$ cat config.mk
export PLATFORM = sky130hd
export DESIGN_NAME = ex_mem_stage_reg
export DESIGN_NICKNAME = d
export VERILOG_FILES = /design/src/rtl/ex_mem_stage_reg_pkg.sv /design/src/rtl/ex_mem_stage_reg_nzcv_flag_reg.sv /design/src/rtl/ex_mem_stage_reg.sv
export SDC_FILE = /design/constraint.sdc
export NUM_CORES = 1
export LEC_CHECK = 0
export BUFFER_PORTS_ARGS = -buffer_cell sky130_fd_sc_hd__buf_2
export CAP_MARGIN = 20
export CORE_UTILIZATION = 44
export CTS_CLUSTER_DIAMETER = 120
export DETAILED_ROUTE_END_ITERATION = 10
export GPL_TIMING_DRIVEN = 0
export PLACE_DENSITY = 0.79
export SYNTH_ARGS = -nofsm -noshare
export SYNTH_HDL_FRONTEND = slang
export SYNTH_SLANG_ARGS = --single-unit
$ cat constraint.sdc
create_clock -name sys_clk -period 1.2 [get_ports sys_clk]
set_input_delay 0.06 -clock sys_clk [delete_from_list [all_inputs] [get_ports sys_clk]]
set_output_delay 0.06 -clock sys_clk [all_outputs]
set_load 0.1 [all_outputs]
$ cat src/rtl/ex_mem_stage_reg_pkg.sv
// Shared definitions for the Execute->Memory stage register: NZCV bit positions,
// FlagWr enable bit meanings, and the bubble/reset image of the M-stage controls.
// No ports; imported by ex_mem_stage_reg and ex_mem_stage_reg_nzcv_flag_reg.
package ex_mem_stage_reg_pkg;

  // NZCV bit positions within the 4-bit flag word {N,Z,C,V}
  localparam int FLAG_N = 3;
  localparam int FLAG_Z = 2;
  localparam int FLAG_C = 1;
  localparam int FLAG_V = 0;

  // FlagWr bit meanings: [1] writes the N,Z half, [0] writes the C,V half
  localparam int FLAGWR_NZ = 1;
  localparam int FLAGWR_CV = 0;

  localparam logic [3:0] NZCV_RESET = 4'b0000;

  // M-stage control bundle; a bubble is all-zero, which is also the reset image
  typedef struct packed {
    logic valid;
    logic pcsrc;
    logic regwrite;
    logic memwrite;
    logic memtoreg;
    logic branch_taken;
  } m_ctrl_t;

  localparam m_ctrl_t M_CTRL_BUBBLE = '0;

endpackage

$ cat src/rtl/ex_mem_stage_reg_nzcv_flag_reg.sv
// Architectural NZCV register with independent N,Z and C,V half-enables.
// Latency: a written half is visible on q the cycle after the enabling edge.
// Ports: clk, rst (sync, active-high), en_nz, en_cv, d[3:0] = {N,Z,C,V}, q[3:0].
module ex_mem_stage_reg_nzcv_flag_reg
  import ex_mem_stage_reg_pkg::*;
(
  input  logic       clk,
  input  logic       rst,
  input  logic       en_nz,
  input  logic       en_cv,
  input  logic [3:0] d,
  output logic [3:0] q
);

  always_ff @(posedge clk) begin
    if (rst) begin
      q <= NZCV_RESET;
    end else begin
      if (en_nz) q[FLAG_N:FLAG_Z] <= d[FLAG_N:FLAG_Z];
      if (en_cv) q[FLAG_C:FLAG_V] <= d[FLAG_C:FLAG_V];
    end
  end

endmodule

$ cat src/rtl/ex_mem_stage_reg.sv
// Execute->Memory pipeline register plus the NZCV flag register fed back to the E-stage condition check.
// Latency: 1 cycle E->M for every captured field; flag writes visible on FlagsE one cycle after accept.
// Stall: StallM freezes M, flags and counters; KillE or ~ValidE inserts a bubble (controls 0, data held).
// Ports: sys_clk, sys_rst_n (sync, active-HIGH despite the name), StallM/KillE/ValidE/CondExE hazard
//   and qualifier inputs, E-stage controls and data in; FlagsE, M-stage controls/data, CntAnnul/CntBranch out.
// Optional: define EXM_PERF_CNT_EN to build the retire-side annul/branch counters; otherwise they read 0.
module ex_mem_stage_reg
  import ex_mem_stage_reg_pkg::*;
#(
  parameter int DW  = 32,
  parameter int RAW = 4
) (
  input  logic           sys_clk,
  input  logic           sys_rst_n,
  input  logic           StallM,
  input  logic           KillE,
  input  logic           ValidE,
  input  logic           CondExE,
  input  logic           PCSrc,
  input  logic           RegWrite,
  input  logic           MemWrite,
  input  logic           MemtoRegE,
  input  logic           BranchTakenE,
  input  logic [1:0]     FlagWr,
  input  logic [3:0]     Flags_in,
  input  logic [DW-1:0]  ALUResultE,
  input  logic [DW-1:0]  WriteDataE,
  input  logic [RAW-1:0] WA3E,
  output logic [3:0]     FlagsE,
  output logic           ValidM,
  output logic           PCSrcM,
  output logic           RegWriteM,
  output logic           MemWriteM,
  output logic           MemtoRegM,
  output logic           BranchTakenM,
  output logic [DW-1:0]  ALUOutM,
  output logic [DW-1:0]  WriteDataM,
  output logic [RAW-1:0] WA3M,
  output logic [DW-1:0]  CntAnnul,
  output logic [DW-1:0]  CntBranch
);

  logic    accept;
  m_ctrl_t ctrl_e;
  m_ctrl_t ctrl_q;

  assign accept = ValidE & ~KillE & ~StallM;

  assign ctrl_e = '{valid:        1'b1,
                    pcsrc:        PCSrc,
                    regwrite:     RegWrite,
                    memwrite:     MemWrite,
                    memtoreg:     MemtoRegE,
                    branch_taken: BranchTakenE};

  // FlagWr arrives already qualified by the condition check; only accept gates it here
  ex_mem_stage_reg_nzcv_flag_reg u_nzcv (
    .clk   (sys_clk),
    .rst   (sys_rst_n),
    .en_nz (accept & FlagWr[FLAGWR_NZ]),
    .en_cv (accept & FlagWr[FLAGWR_CV]),
    .d     (Flags_in),
    .q     (FlagsE)
  );

  // Controls collapse to a bubble when nothing is accepted; data fields just hold
  // because a bubble never consumes them.
  always_ff @(posedge sys_clk) begin
    if (sys_rst_n) begin
      ctrl_q     <= M_CTRL_BUBBLE;
      ALUOutM    <= '0;
      WriteDataM <= '0;
      WA3M       <= '0;
    end else if (!StallM) begin
      if (accept) begin
        ctrl_q     <= ctrl_e;
        ALUOutM    <= ALUResultE;
        WriteDataM <= WriteDataE;
        WA3M       <= WA3E;
      end else begin
        ctrl_q     <= M_CTRL_BUBBLE;
      end
    end
  end

  assign ValidM       = ctrl_q.valid;
  assign PCSrcM       = ctrl_q.pcsrc;
  assign RegWriteM    = ctrl_q.regwrite;
  assign MemWriteM    = ctrl_q.memwrite;
  assign MemtoRegM    = ctrl_q.memtoreg;
  assign BranchTakenM = ctrl_q.branch_taken;

`ifdef EXM_PERF_CNT_EN
  logic [DW-1:0] cnt_annul_q;
  logic [DW-1:0] cnt_branch_q;

  // accept already excludes stall, so the counters hold whenever M holds; natural wrap at 2^DW
  always_ff @(posedge sys_clk) begin
    if (sys_rst_n) begin
      cnt_annul_q  <= '0;
      cnt_branch_q <= '0;
    end else if (accept) begin
      cnt_annul_q  <= cnt_annul_q  + {{(DW-1){1'b0}}, ~CondExE};
      cnt_branch_q <= cnt_branch_q + {{(DW-1){1'b0}}, BranchTakenE};
    end
  end

  assign CntAnnul  = cnt_annul_q;
  assign CntBranch = cnt_branch_q;
`else
  // CondExE only feeds the annul counter, which is absent in this build
  logic unused_cond_ex;
  assign unused_cond_ex = CondExE;

  assign CntAnnul  = '0;
  assign CntBranch = '0;
`endif

endmodule
==> results by group <==
Run status
  • Result of the run: completed

Layout
  • Signed area change from the synthesized netlist to the final layout: 58.71%
  • Share of cells above drive strength 1: 0.4564
  • Sequential Area: 1659 um^2
  • Antenna cell count: 0
  • # fillers: 644
  • Fin util: 0.7230
  • Multi-input combinational cell area: 1998 um^2
  • Number of nets in the final layout: 803

STA
  • Clock skew after layout: 0 ps
  • Maximum frequency from static timing analysis: 855.9 MHz
  • Max-Slew Margin vs Limit: 0.6080
  • Max-slew violation count: 0
  • Finish-stage setup viols: 0
  • Final min period: 1168 ps
  • Final count of hold timing violations: 0
  • Part of the cycle the worst path needs: 0.9736
  • Transition time of the tightest slew-check pin: 588.0 ps

Synth
  • Portion of synthesized cell area occupied by the leading cell type: 0.3931
  • Most repeated cell in the gate-level netlist after synthesis: sky130_fd_sc_hd__nand2b_1
  • Mapped Avg Cell Area: 9.761 um^2
  • Mapped cell area: 3973 um^2
  • Share of the yosys chip area belonging to registers: 0.3931
  • Leading cell types by total area after synthesis: sky130_fd_sc_hd__dfxtp_1, sky130_fd_sc_hd__nand2b_1, sky130_fd_sc_hd__mux2i_1
  • Number of distinct library cells after synthesis: 15
  • Leading area contributor after synthesis: sky130_fd_sc_hd__dfxtp_1
  • Number of warnings reported in the yosys synthesis log: 0
  • Synth Flop Type: sky130_fd_sc_hd__dfxtp_1
  • Most frequent cells after synthesis: sky130_fd_sc_hd__nand2b_1, sky130_fd_sc_hd__dfxtp_1, sky130_fd_sc_hd__mux2i_1
  • Fraction of registers with async set or reset after synthesis: 0
  • Synth Register Bits: 78
  • Synth Instances: 407
  • Number of enable flip-flop cells after synthesis: 0

Die
  • Core footprint: 8721 um^2
  • Die Height: 97.02 um
  • I/O pin count: 227
  • Row cnt: 34
  • Die extent in x: 97.02 um
  • Initial core utilization: 0.4555
  • Die Outline Area: 9413 um^2

CTS
  • Buffer type at the clock tree root: sky130_fd_sc_hd__clkbuf_8
  • Number of buffers added by the clock tree synthesis step: 9
  • Clock Path Buffers: 2
  • Total setup buffers inserted after CTS: 0
  • Clock-pin slew reported for the worst setup and hold paths after clock tree synthesis: 90 ps
  • H-tree Lvls: 3
  • Skew-Pair Late Insertion Delay: 340 ps
  • # clock sinks: 78
  • TritonCTS clock tree: done

Worst setup path
  • Highest cell delay on the worst timing path: 420 ps
  • Number of buffers and inverters on the critical path: 1
  • Cell Chain, Critical Path: buf_2
  • Arr. time, crit path: 1110 ps
  • Beginning of the critical path: WriteDataM[0]
  • Endpoint required time on the critical path: 1140 ps
  • Family with the most delay on the worst path: buffers and inverters
  • Largest fanout of any net on the critical path: 2
  • Critical path depth: 1
  • Critical Path End Type: output pin
  • Critical Setup Path Class: flop to output pin
  • Critical register-to-register path startpoint: WriteDataM[14]
  • Kind of start point of the critical path: flop
  • Depth of the worst register-to-register path: 2
  • Master of the slowest instance on the critical path: sky130_fd_sc_hd__buf_2

Detailed routing
  • Number of optimization iterations in the first detailed-route pass: 4
  • Drt via density: 4.348
  • Iteration-0 DRC count of the detailed router: 39
  • Final routed wire length divided by cell count: 12.95 um
  • Via total after detailed routing: 3613
  • Number of DRC violations after detailed routing: 0
  • Final antenna-violating net count: 0
  • Wire length reported by the detailed router: 10760 um

Placement
  • Routability Congestion: 0.7352
  • Final HPWL from detailed placement: 6810 um
  • IO Port Bufs: 159

Flow run
  • Count of max-cap constraint violations: 0

Hold path
  • Hold crit path type: primary input to flop
  • Hold Crit Depth: 3
  • Min-Delay Startpoint: BranchTakenE

Pwr
  • Leakage dissipation: 2.969 nW
  • Power per Cell Area: 1177 nW/um^2
  • Total power of the final layout: 7.421 mW
  • Highest ir drop seen on vdd: 0.7115 mV

Global routing
  • Combined global-route utilization of all metal layers: 0.2248
  • Congestion Overflow GR: 0
  • Wire length of the first global-routing pass: 17450 um
  • Antenna violations before repair: 0
  • Vias in the first global route: 3763
  • Pin count of the biggest net entering global routing: 14
timing repair:
item	in CTS	in global routing
hold endpoints to repair	77	0
resized for setup	0	29
hold buffers	78	0
setup endpoints to repair	0	29
registers in the layout (all words and copies together), names as in the netlist:
register / count
MemtoRegM: 1
MemWriteM: 1
u_nzcv.q: 4
ValidM: 1
RegWriteM: 1
BranchTakenM: 1
WA3M: 4
WriteDataM: 32
ALUOutM: 32
PCSrcM: 1
per-stage QoR:
| stage | hold WS [ps] | setup TNS, ps | cells | instance area, um^2 | worst slack (ps) |
|---|---|---|---|---|---|
| 2_1_floorplan | 207.8 | 0 | 470 | 4307 | 192.8 |
| 3_5_place_dp | 318.4 | -853.7 | 737 | 5238 | -60.90 |
| 5_1_grt | 22.54 | -12.74 | 831 | 6305 | -6.087 |
| 4_1_cts | 8.473 | 0 | 831 | 6232 | 5.973 |
| 3_3_place_gp | 315.1 | -338.7 | 737 | 5238 | -55.74 |
| 6_report | 20.55 | 0 | 831 | 6305 | 31.69 |
metal layers:
| layer | global-route usage | vias up | wire (um) |
|---|---|---|---|
| li1 | - | 1786 | - |
| met1 | 0.2463 | 1650 | 4234 |
| met2 | 0.4122 | 156 | 5561 |
| met3 | 0.06792 | 21 | 774 |
| met4 | 0.06889 | 0 | 192 |
| met5 | 0 | - | 0 |
worst reg2reg max path, cell delays in order (launching register included):
cell and delay [ps]:
sky130_fd_sc_hd__dfxtp_2 330, sky130_fd_sc_hd__nand2b_1 60, sky130_fd_sc_hd__mux2i_1 180
layout by cell type (no fill, tap or decap), types with 5 or more instances in the layout:
cell type,n
sky130_fd_sc_hd__dlygate4sd3_1,78
sky130_fd_sc_hd__clkbuf_1,18
sky130_fd_sc_hd__clkbuf_4,29
sky130_fd_sc_hd__dfxtp_2,78
sky130_fd_sc_hd__nand2_1,6
sky130_fd_sc_hd__conb_1,64
sky130_fd_sc_hd__mux2i_1,72
sky130_fd_sc_hd__o22ai_1,5
sky130_fd_sc_hd__buf_4,69
sky130_fd_sc_hd__buf_2,131
sky130_fd_sc_hd__clkbuf_8,9
sky130_fd_sc_hd__nand2b_1,149
layout make-up:
class | count | area share
plain buffers | 91 | 0.1030
clock buffers | 10 | 0.02024
clock inverters | 6 | 0.01369
multi-input cells | 301 | 0.3169
flip-flops and latches | 78 | 0.2631
well taps | 108 | 0.02143
repair buffers | 237 | 0.2616
power breakdown:
part           switching [mW]  leakage (nW)  internal (mW)
Clock                   0.974         0.106           1.17
Combinational            1.85          2.19          0.685
Sequential             0.0479         0.670           2.69
Total                    2.88          2.97           4.54
kinds of logic after synthesis:
family,after synthesis,synth area share
and+or+nand+nor,159,0.2520
buffers and inverters,91,0.1635
DFF,78,0.3931
muxes,72,0.1814
AOI/OAI and AO/OA,6,0.009133
other,1,0.0009440
path summary, 6_finish.rpt:
path                     to  slack [ps]
min reg2reg     ALUOutM[11]         470
max           WriteDataM[0]          30
min            BranchTakenM          20
max reg2reg  WriteDataM[14]         540
No activity file was read; power rests on OpenSTA's default activity.
